--- config.mk ---
export PLATFORM = sky130hd
export DESIGN_NAME = regfile_scoreboard
export DESIGN_NICKNAME = d
export VERILOG_FILES = /design/src/rtl/regfile_scoreboard.sv
export SDC_FILE = /design/constraint.sdc
export NUM_CORES = 1
export LEC_CHECK = 0
export CAP_MARGIN = 0
export CORE_MARGIN = 2
export CORE_UTILIZATION = 54
export DETAILED_ROUTE_END_ITERATION = 8
export PLACE_DENSITY = 0.78
export RECOVER_POWER = 100
export SLEW_MARGIN = 20
export SYNTH_ARGS = -nofsm -noshare
export SYNTH_HDL_FRONTEND = slang
export SYNTH_SLANG_ARGS = --single-unit
--- constraint.sdc ---
create_clock -name CLK_DC -period 5.43 [get_ports CLK_DC]
set_clock_uncertainty 0.1 [all_clocks]
set_input_delay 1.3575 -clock CLK_DC [delete_from_list [all_inputs] [get_ports CLK_DC]]
set_output_delay 1.3575 -clock CLK_DC [all_outputs]
set_load 0.01 [all_outputs]
--- src/rtl/regfile_scoreboard.sv ---
// Register-file hazard scoreboard for the decode stage.
// Keeps a small pending-write counter per architectural register, stalls
// decode while a source operand (or a saturated destination) is in flight,
// and exposes a busy mask plus a running total of outstanding writes.
// x0 is never tracked: its counter is held at zero permanently.
module regfile_scoreboard #(
  parameter int NREG  = 32,
  parameter int CNT_W = 2,
  parameter int TOT_W = 7
) (
  input  logic             RST,
  input  logic             CLK_DC,
  input  logic             issue_valid,
  input  logic [4:0]       issue_rs1,
  input  logic             issue_rs1_used,
  input  logic [4:0]       issue_rs2,
  input  logic             issue_rs2_used,
  input  logic [4:0]       issue_rd,
  input  logic             issue_rd_we,
  output logic             issue_accept,
  output logic             stall,
  input  logic             retire_valid,
  input  logic [4:0]       retire_rd,
  input  logic             flush,
  output logic [NREG-1:0]  busy_mask,
  output logic [TOT_W-1:0] outstanding,
  output logic             err_underflow
);

  // Largest count a register may reach; an issue at this level must stall.
  localparam logic [CNT_W-1:0] CNT_MAX = '1;

  logic [CNT_W-1:0] cnt     [NREG];
  logic [CNT_W-1:0] cnt_nxt [NREG];
  logic [NREG-1:0]  busy_nxt;
  logic [TOT_W-1:0] outstanding_nxt;
  logic             rs1_hz;
  logic             rs2_hz;
  logic             rd_sat;
  logic             inc;
  logic             dec;
  logic             underflow;

  // Hazard and event decode from the registered counts only; a retire in the
  // same cycle deliberately does not release a stall (no retire bypass).
  always_comb begin
    rs1_hz       = issue_valid && issue_rs1_used && (issue_rs1 != 5'd0)
                   && (cnt[issue_rs1] != '0);
    rs2_hz       = issue_valid && issue_rs2_used && (issue_rs2 != 5'd0)
                   && (cnt[issue_rs2] != '0);
    rd_sat       = issue_valid && issue_rd_we && (issue_rd != 5'd0)
                   && (cnt[issue_rd] == CNT_MAX);
    stall        = rs1_hz || rs2_hz || rd_sat;
    issue_accept = issue_valid && !stall;
    inc          = issue_accept && issue_rd_we && (issue_rd != 5'd0);
    dec          = retire_valid && (retire_rd != 5'd0) && (cnt[retire_rd] != '0);
    underflow    = retire_valid && (retire_rd != 5'd0) && (cnt[retire_rd] == '0);
  end

  // Next counts, busy mask and total; flush wins over issue and retire.
  always_comb begin
    // NOTE: every output of this block gets a default first so no path leaves
    // a value unassigned, which would otherwise infer a latch.
    for (int i = 0; i < NREG; i++) cnt_nxt[i] = cnt[i];
    outstanding_nxt = outstanding;
    if (flush) begin
      for (int i = 0; i < NREG; i++) cnt_nxt[i] = '0;
      outstanding_nxt = '0;
    end else begin
      // Applied in sequence so an inc and dec on the same register cancel.
      if (inc) cnt_nxt[issue_rd]  = cnt_nxt[issue_rd] + CNT_W'(1);
      if (dec) cnt_nxt[retire_rd] = cnt_nxt[retire_rd] - CNT_W'(1);
      if (inc && !dec)      outstanding_nxt = outstanding + TOT_W'(1);
      else if (dec && !inc) outstanding_nxt = outstanding - TOT_W'(1);
    end
    cnt_nxt[0] = '0;
    for (int i = 0; i < NREG; i++) busy_nxt[i] = (cnt_nxt[i] != '0);
  end

  // State registers; the sticky error survives flush and clears only on reset.
  always_ff @(posedge CLK_DC or negedge RST) begin
    if (!RST) begin
      // NOTE: the counter array is real state that must start empty, so it is
      // reset element by element rather than left to a RAM-style power-up.
      for (int i = 0; i < NREG; i++) cnt[i] <= '0;
      busy_mask     <= '0;
      outstanding   <= '0;
      err_underflow <= 1'b0;
    end else begin
      // NOTE: non-blocking assignments so every register samples the values
      // from before this edge, independent of statement order.
      for (int i = 0; i < NREG; i++) cnt[i] <= cnt_nxt[i];
      busy_mask   <= busy_nxt;
      outstanding <= outstanding_nxt;
      if (underflow) err_underflow <= 1'b1;
    end
  end

endmodule
==> results_dict.tcl, run 1 <==
set metrics [dict create \
    first_pass_iters 9 \
    pin_count 70 \
    ir_drop_mv 0.201 \
    htreeDepth 3 \
    nFillCells 1093 \
    vias 11000 \
    final_util_pct 79.1 \
    crit_required_ns 5.54 \
    maxSlewViolCount 62 \
    drt-initial-drc-count 1978 \
    worst-slew-pin-transition_ns 3.39 \
    antenna_found_initial 0 \
    cts.clk_slew.worst_paths_ns 0.08 \
    status "complete, but fails checks" \
    power_density_mw_per_mm2 184 \
    start_kind "input pin" \
    routedWlPerCell_um 29.0 \
    drive_above_1_share_pct 35.8 \
    synth-seq-cells 101 \
    cts_buffers 9 \
    fin_tns_setup_ns -7.40 \
    post-route-drc-count 0 \
    viasPerCell 7.20 \
    ys_warn_count 0 \
    finalNonFillerCells 1526 \
    post-place-ws_ns -0.958 \
    clockBufferDepth 2 \
    port_buffers 68 \
    clock-root-buffer "clkbuf_16" \
    diodes 0 \
    synth_top_area_share_pct 28.9 \
    layout_setup_ws_ns -0.191 \
    avgSynthCellArea_um2 8.30 \
    grt_pass1_wl_um 63400 \
    grt_pass1_vias 10200 \
    endpoint_kind "register" \
    failed_checks "max-capacitance violations, max-slew violations, negative setup slack" \
    worstHoldPathType "reg -> reg" \
    fmax_mhz 178 \
    syn2layout_area_growth_pct 43.5 \
    grt_overflow_total 0 \
    synth_flop_cell "dfrtp_1" \
    worstSkewPairLatency_ns 0.37 \
    cts_tree "yes" \
    die_h_um 131 \
    core_mm2 0.0159 \
    num_rows 46 \
    hpwlAfterDp_um 30600 \
    gp_congestion 1.17 \
    postSynthCellCount 1055 \
    seqCellArea_mm2 0.00253 \
    final_nets 1341 \
    period_share_pct 104 \
    synth_nets 1090 \
    die_x_um 131 \
    placed_area_mm2 0.0111 \
    dp_cells 1460 \
    synthArstFlopShare_pct 100 \
    setup_viol 77 \
    maxCapViolations 1 \
    total_leakage_power_nw 5.47 \
    syn_area_mm2 0.00876 \
    netlist_top_cells_area "dfrtp_1 29%, mux2i_1 6.6%, nor2_1 6.4%, nand2_1 3.8%, a21oi_1 3.7%" \
    synth_edf_count 0 \
    multiInputGateArea_mm2 0.00645 \
    holdBufCountCts 0 \
    initial_core_util_pct 55.1 \
    relSlewSlack_pct -126 \
    track_usage_pct 48.6 \
    synth_cell_type_count 88 \
    final.min_clock_period_ns 5.62 \
    yosysTopAreaCell "dfrtp_1" \
    hold_viol_final 0 \
    critPathKind "in -> reg" \
    rsz0062_at_grt "yes" \
    grt_max_degree 62 \
    cts.sinks 101 \
    die-area_mm2 0.0173 \
    drtAntennaViolNets 0 \
    total_power_mw 2.31 \
    crit_fanout 8 \
    finalInstanceArea_mm2 0.0126 \
    cp.arrival_ns 5.73 \
    seq_area_frac_synth_pct 28.9 \
    postRouteWirelength_um 44200 \
    hold_slack_ns 0.396 \
]
## flip-flops by register name, summed over array words and instances (netlist names)
signal	count
outstanding	7
err_underflow	1
busy_mask	31
cnt	62
## power by group
part | switching [mW] | leakage [nW] | internal, mW
registers | 0.0154 | 1.40 | 0.766
clock network | 0.334 | 0.132 | 0.318
logic | 0.518 | 3.94 | 0.363
## layer usage
layer / share of wire [%] / up-vias / track usage [%]
met5: 0 / - / 0
li1: - / 4477 / -
met4: 8.4 / 0 / 29.9
met2: 40 / 1096 / 67.7
met1: 36 / 5119 / 64.4
met3: 16 / 290 / 17.1
## synthesized netlist by cell type (all sizes together), types with 13 or more instances
library cell,n
buf,26
inv,16
nand3,35
mux2,16
a21oi,65
mux4,13
o31ai,14
nor3,41
clkbuf,65
a211oi,42
nand2,89
o21ai,42
or3,20
dfrtp,101
nor2,149
o211ai,14
mux2i,58
## worst max-delay path, cell delays in order
cell       delay (ns)
buf_6            0.13
buf_12           0.15
mux2i_1          0.31
o221ai_1         0.18
o31ai_1          0.09
and4b_2          0.32
inv_6            0.04
ha_4             0.15
and3b_2          0.27
buf_6            0.10
and2_4           0.13
nor2b_4          0.15
buf_6            0.13
buf_6            0.10
nand2_4          0.05
a2111oi_4        0.37
mux2_4           0.36
nor2_4           0.10
a211oi_2         0.05
o22a_1           0.23
and4_1           0.22
buf_6            0.13
xnor2_4          0.28
buf_8            0.22
a221oi_2         0.08
## final timing paths
| kind | from | endpoint | slack (ns) | cells past startpoint |
|---|---|---|---|---|
| worst min register to register | err_underflow | err_underflow | 0.40 | 1 |
| max in group asynchronous | RST | busy_mask[1] | 0.82 | 2 |
| worst max register to register | cnt[1] | busy_mask[20] | 0.49 | 17 |
| worst min-delay path | err_underflow | err_underflow | 0.40 | 1 |
| worst max-delay path | issue_rd[1] | busy_mask[31] | -0.19 | 25 |
| min in group asynchronous | RST | outstanding[2] | 2.01 | 1 |
## placed cells by master (no fill, tap or decap), drive strengths merged, types with 15 or more instances in the layout
master	n
nand3	35
inv	19
clkdlybuf4s50	16
a211oi	42
or3	20
a21oi	65
clkbuf	15
mux2i	58
o21ai	42
dfrtp	101
nand2	89
nor2	149
buf	263
nor3	41
mux2	16
dlygate4sd3	40
## what timing repair did
action | CTS | global route
endpoints found under the hold margin | 0 | 0
pin swaps | 32 | 43
gates resized for setup | 88 | 119
buffers inserted | 30 | 21
gates cloned | 7 | 1
setup endpoints to repair | 96 | 95
## cell type report
type	count	share of cell area, %
Multi-Input combinational cell	847	51.3
Timing Repair Buffer	331	23.7
Sequential cell	101	20.1
Tap cell	216	2.15
Clock buffer	9	1.79
Inverter	16	0.518
Clock inverter	6	0.438
## logic make-up after synthesis
family	Yosys count	synth area share, %
buf+inv	107	5.41
simple gates	445	25.2
fa+ha+maj	7	1.09
mux	87	12.0
other cells	1	0.0428
flops	101	28.9
compound gates	300	26.5
xor+xnor	7	0.914
Note: power is estimated with default switching activity, not from simulation.
==> run 2, diff against run 1 <==
Settings changed: HOLD_SLACK_MARGIN from default to 0.1, SLEW_MARGIN 20 to default.
==> results of run 2 <==
No change in the layout: final DEF, timing and power equal those of run 1.
